==> src/rtl/seq_det_pkg.sv <==
// Shared defaults and helpers for the serial pattern detector.
// The optional match counter is controlled by SEQ_DET_MATCH_CNT_EN.
package seq_det_pkg;

  localparam int PAT_W_DEF = 4;
  localparam int CNT_W_DEF = 8;

  // Bits needed to hold a fill count of 0..pat_w inclusive.
  function automatic int fill_w(input int pat_w);
    return $clog2(pat_w + 1);
  endfunction

endpackage

==> src/rtl/seq_detect_param_sat_counter.sv <==
// Saturating up-counter with synchronous clear; clear wins over increment.
// Instantiated by seq_detect_param only when SEQ_DET_MATCH_CNT_EN is defined.
module sat_counter
  import seq_det_pkg::*;
#(
  parameter int W = CNT_W_DEF
) (
  input  logic         clk,
  input  logic         reset,
  input  logic         inc,
  input  logic         clr,
  output logic [W-1:0] count
);

  logic [W-1:0] count_q, count_d;

  always_comb begin
    count_d = count_q;
    if (clr) begin
      count_d = '0;
    end else if (inc && (count_q != {W{1'b1}})) begin
      count_d = count_q + 1'b1;
    end
  end

  always_ff @(posedge clk) begin
    if (reset) begin
      count_q <= '0;
    end else begin
      count_q <= count_d;
    end
  end

  assign count = count_q;

endmodule

==> src/rtl/seq_detect_param.sv <==
// Serial pattern detector with overlap/non-overlap modes and a registered match pulse.
// Define SEQ_DET_MATCH_CNT_EN to build the saturating match counter; otherwise match_cnt is 0.
module seq_detect_param
  import seq_det_pkg::*;
#(
  parameter int PAT_W = PAT_W_DEF,
  parameter int CNT_W = CNT_W_DEF
) (
  input  logic             clk,
  input  logic             reset,
  input  logic             d_in,
  input  logic             d_valid,
  input  logic             cfg_load,
  input  logic [PAT_W-1:0] pattern_in,
  input  logic             overlap_en,
  input  logic             clr_cnt,
  output logic             q_out,
  output logic [CNT_W-1:0] match_cnt
);

  localparam int FW = fill_w(PAT_W);
  localparam logic [FW-1:0] FILL_FULL = FW'(PAT_W);

  logic [PAT_W-1:0] pat_q, pat_d;
  logic [PAT_W-1:0] hist_q, hist_d;
  logic [FW-1:0]    fill_q, fill_d;
  logic [FW-1:0]    fill_inc;
  logic             q_q, q_d;
  logic             match;

  always_comb begin
    pat_d    = pat_q;
    hist_d   = hist_q;
    fill_d   = fill_q;
    q_d      = 1'b0;
    match    = 1'b0;
    fill_inc = (fill_q == FILL_FULL) ? FILL_FULL : fill_q + 1'b1;
    if (cfg_load) begin
      // A bit arriving with the load is dropped so the new pattern starts clean.
      pat_d  = pattern_in;
      hist_d = '0;
      fill_d = '0;
    end else if (d_valid) begin
      hist_d = {hist_q[PAT_W-2:0], d_in};
      fill_d = fill_inc;
      if ((fill_inc == FILL_FULL) && (hist_d == pat_q)) begin
        match  = 1'b1;
        q_d    = 1'b1;
        fill_d = overlap_en ? FILL_FULL : '0;
      end
    end
  end

  always_ff @(posedge clk) begin
    if (reset) begin
      pat_q  <= '0;
      hist_q <= '0;
      fill_q <= '0;
      q_q    <= 1'b0;
    end else begin
      pat_q  <= pat_d;
      hist_q <= hist_d;
      fill_q <= fill_d;
      q_q    <= q_d;
    end
  end

  assign q_out = q_q;

`ifdef SEQ_DET_MATCH_CNT_EN
  sat_counter #(
    .W(CNT_W)
  ) u_cnt (
    .clk  (clk),
    .reset(reset),
    .inc  (match),
    .clr  (clr_cnt),
    .count(match_cnt)
  );
`else
  logic unused_cnt_inputs;
  assign unused_cnt_inputs = clr_cnt ^ match;
  assign match_cnt = '0;
`endif

endmodule
==> config.mk <==
export PLATFORM = sky130hd
export DESIGN_NAME = seq_detect_param
export DESIGN_NICKNAME = d
export VERILOG_FILES = /design/src/rtl/seq_det_pkg.sv /design/src/rtl/seq_detect_param_sat_counter.sv /design/src/rtl/seq_detect_param.sv
export SDC_FILE = /design/constraint.sdc
export NUM_CORES = 1
export LEC_CHECK = 0
export BUFFER_PORTS_ARGS = -buffer_cell sky130_fd_sc_hd__clkbuf_2
export CORE_AREA = 3 3 40 42
export DETAILED_ROUTE_END_ITERATION = 10
export DIE_AREA = 0 0 43 45
export GPL_ROUTABILITY_DRIVEN = 0
export HOLD_SLACK_MARGIN = 0.08
export PLACE_DENSITY_LB_ADDON = 0.1
export SYNTH_ARGS = -nofsm -noshare
export SYNTH_HDL_FRONTEND = slang
export SYNTH_SLANG_ARGS = --single-unit
==> constraint.sdc <==
create_clock -name clk -period 1.8 [get_ports clk]
set_input_delay 0.18 -clock clk [delete_from_list [all_inputs] [get_ports clk]]
set_output_delay 0.18 -clock clk [all_outputs]
set_load 0.01 [all_outputs]
After elaboration in Yosys (flattened, before gate mapping)
Cells that the tools add are included.

word-level totals
  register bits = 11
  input port bits = 11
  output and inout port bits = 9

cells by class
  add/sub/neg operators = 1
  eq/ne operators = 3
  multiplexer cells = 4
  bitwise gates (word level) = 1
  reduce and logical (&&, ||, !) cells = 3

operators with widths
  kind                                                            count
  3-bit two-way mux                                               3
  3-bit equality test (second input constant)                     2
  4-bit equality test                                             1
  3-bit by 1-bit adder with 3-bit output (second input constant)  1
  3-bit OR reduction                                              1
  2-bit OR reduction                                              1
  1-bit logical AND                                               1
  1-bit two-way mux                                               1
  1-bit inverter                                                  1

Depth between registers and ports, before layout
  depth in word-level cells = 5
  depth in mapped cells = 5
  gate-level depth less buffers = 5

Worst setup path after synthesis
No wires, ideal clock.

  path kind = register -> register
  from = reg fill_q[0]
  to = reg fill_q[2]
  library setup time = 0.141 ns
  arrival = 1.289 ns
  required time = 1.659 ns
  setup slack = 0.370 ns
  stages on the path, launching flop included = 6
  buffers on the path = 0
  clock period less this slack = 1.430 ns
  cell sequence = dfxtp_1 > ha_1 > xor2_1 > nand2_1 > a2111oi_0 > a31oi_1

between the ends
  longest elaborated chain between the ends = 5
  elaborated cells on any way between the ends = 6
  classes of those cells = add/sub: 1; eq/ne: 2; mux: 2; reduce/logical: 1

ends and longest elaborated chain
  item                                                                           line                    source
  from (decl)                                                                    seq_detect_param.sv:26  logic [FW-1:0] fill_q, fill_d;
  from (signal assigned)                                                         seq_detect_param.sv:63  fill_q <= fill_d;
  3-bit by 1-bit adder with 3-bit output or 3-bit equality test (tied branches)  seq_detect_param.sv:37  fill_inc = (fill_q == FILL_FULL) ? FILL_FULL : fill_q + 1'b1;
  3-bit two-way mux (*)                                                          seq_detect_param.sv:37
  3-bit equality test                                                            seq_detect_param.sv:46  if ((fill_inc == FILL_FULL) && (hist_d == pat_q)) begin
  1-bit logical AND                                                              seq_detect_param.sv:46
  3-bit two-way mux (*)                                                          seq_detect_param.sv:46

Every way passes the cells marked *; elsewhere a longest branch is shown, timed or not.
A chain may end at the register's enable or synchronous reset.

Worst setup path in the final report
Ends and elaborated chain as after synthesis.

==> results.json <==
{
  "clockBufferDepth": 2,
  "switchingPower_mw": 0.1119,
  "r2r_start": "fill_q[0]",
  "grt_max_degree": 11,
  "setup_viol": 0,
  "cts_tree": "yes",
  "endpoint": "fill_q[2]",
  "p_sw_share_pct": 23.75,
  "cellLeakagePower_nw": 0.3121,
  "cp.arrival_ps": 1740,
  "clk_latency_ps": 260,
  "slew_headroom_pct": 63.94,
  "grtUsageMet2_pct": 18.86,
  "pwr-share-clk_pct": 34.5,
  "finalCriticalPeriod_ps": 1608,
  "hold_slack_ps": 139.3,
  "rsz0062_at_grt": "no",
  "p_per_area_nw_per_um2": 762.4,
  "cts-resized-gates": 0,
  "timing.final.ws_setup_ps": 192.0,
  "final_area_sq_um": 618.1,
  "synth_seq_cells": 11,
  "start_util_pct": 44.89,
  "reg2reg_to": "fill_q[2]",
  "fp.coreArea_sq_um": 1285,
  "cts_buffers": 3,
  "die_w_microns": 43,
  "irDropWorstVdd_uv": 400.8,
  "power.internal_mw": 0.3593,
  "postCtsHoldBufs": 0,
  "met3_usage_pct": 3.586,
  "cp-startpoint": "fill_q[0]",
  "netlist_area_sq_um": 576.8,
  "drc": 0,
  "ioPinCount": 20,
  "syn_to_final_growth_pct": 7.158,
  "cts.sinks": 11,
  "worstPathRequired_ps": 1930,
  "tns_ps": 0,
  "use_met1_pct": 11.38,
  "antenna_left": 0,
  "fmax_ghz": 0.6219,
  "fin_worst_skew_ps": 2.838,
  "routed_wl_microns": 907,
  "nNetsFinal": 86,
  "post-place-ws_ps": 174.9,
  "grt_pass1_wl_microns": 1504,
  "cts_max_level": 1,
  "synth_top_area_share_pct": 38.18,
  "final_layout_size_suffix_gt1_share_pct": 18.06,
  "worst_pin_slew_ps": 527.3,
  "synth_area_leaders": "dfxtp_1 38%, mux2i_1 14%, buf_4 10%, xor2_1 7.6%, nor2_1 5.2%",
  "synth_top_area_cell": "dfxtp_1",
  "dieArea_sq_um": 1935,
  "busiest_layer": "met2",
  "yosysWarnings": 0,
  "n_antenna_cell": 0,
  "pwr-share-comb_pct": 11.0,
  "row_count": 13,
  "finalCritPeriodShare_pct": 89.33,
  "vias": 398,
  "cts.clk_slew.worst_paths_ps": 70,
  "grt_usage_pct": 10.68,
  "crit_chain": "ha_1, xor2_1, nand2_1, a2111oi_0, a31oi_1",
  "drtIter0Drc": 1,
  "seqPwrFrac_pct": 54.5,
  "syn-mean-instance-area_sq_um": 9.303,
  "max-cap-violations": 0,
  "drv_slew": 0,
  "hold_class": "primary input to flip-flop",
  "avgRoutedWirePerCell_microns": 10.43,
  "placedInstanceArea_sq_um": 591.8,
  "cp-end-kind": "flip-flop",
  "drtPass1Iterations": 2,
  "synthDistinctLibCells": 23,
  "clockRootBuffer": "clkbuf_4",
  "die_y_microns": 45,
  "postCtsSetupBuffers": 0,
  "start_kind": "flip-flop",
  "seq_area_frac_synth_pct": 38.18,
  "final_hold_viol_count": 0,
  "outcome": "finished, final reports clean",
  "grt_overflow": 0,
  "rrSetupSlack_ps": 190,
  "critPathMaxStageDelay_ps": 520,
  "drt-vias-per-instance": 4.575,
  "io_buffers": 10,
  "critPathKind": "flip-flop to flip-flop",
  "grt_pass1_vias": 358,
  "syn_inst": 62,
  "r2r_cells": 5,
  "slowest_stage": "a2111oi_0",
  "grt_antenna_before_repair": 0,
  "worstPathMaxFanout": 4
}
[registers in the layout, indices dropped and copies added, names as in the netlist]
register	count
fill_q	3
hist_q	3
pat_q	4
q_out	1
[stage by stage]
stage | power (mW) | utilization (%) | std cells
after CTS | 0.4818 | 48.10 | 87
after detailed placement | 0.3146 | 46.06 | 83
after global routing | 0.5041 | 48.10 | 87
after global placement | 0.3132 | 46.06 | 83
after floorplan | 0.3136 | - | 69
final | 0.4712 | 48.10 | 87
[synth_stat cells (all sizes together)]
cell type and number:
nand2 2, nand2b 1, nor2 8, nor4b 1
and2 1, conb 1, or2 1, a31oi 1
or3 1, clkbuf 2, a2111oi 1, ha 2
a21oi 2, mux2i 8, nand3 1, nor3 1
xor2 5, buf 9, inv 2, and4b 1
dfxtp 11
[worst max-delay path, delay by kind of cell (launching register included)]
kind	cells	cell delay, ps
compound gates	2	660
flops	1	370
fa+ha+maj	1	220
simple gates	1	70
xor+xnor	1	160
[power groups by stage]
| stage | combinational (mW) | sequential (mW) | clock, mW |
|---|---|---|---|
| after floorplan | 0.0526 | 0.261 | 0 |
| after global placement | 0.0509 | 0.262 | 0 |
| after detailed placement | 0.0519 | 0.263 | 0 |
| after CTS | 0.0520 | 0.257 | 0.173 |
| after global routing | 0.0591 | 0.258 | 0.187 |
| final | 0.0517 | 0.257 | 0.163 |
[cells in the final DEF (no fill, tap or decap), drive strengths merged]
cell and count:
nor3 1, and2 1, and4b 1, a2111oi 1, mux2i 8, or3 1, nor4b 1, nand2b 1
a21oi 2, xor2 5, nor2 8, nand2 2, ha 2, inv 2, or2 1, clkbuf 14
nand3 1, a31oi 1, conb 8, dfxtp 11
[worst min path at each step]
stage | startpoint | slack [ps] | end | cells past startpoint
finish | reset | 140 | pat_q[3] | 2
global route | reset | 150 | pat_q[0] | 2
CTS | reset | 130 | pat_q[3] | 2
detailed placement | reset | 420 | pat_q[3] | 2
global placement | reset | 410 | pat_q[2] | 2
floorplan | reset | 250 | pat_q[0] | 1
[layer usage]
layer	up-vias	routed length (microns)	part of all wire [%]
li1	207	-	-
met1	179	376	41
met2	12	471	52
met3	0	59	6.5
met4	0	0	0
met5	-	0	0
[cell type report]
cell class,count,area [sq um]
fillers,131,666.9
flip-flops and latches,11,220.2
inverters,2,7.507
multi-input cells,45,295.3
clock buffers,4,26.28
well taps,15,18.77
repair buffers,10,50.05
[logic make-up after synthesis]
group                      synth area share [%]
and+or+nand+nor                           15.84
buffers and inverters                     15.18
DFF                                       38.18
muxes                                     13.88
xor gates and xnor gates                  7.592
AOI/OAI and AO/OA                         4.339
adders and majority gates                 4.338
other                                    0.6501
No activity file was read; power rests on OpenSTA's default activity.
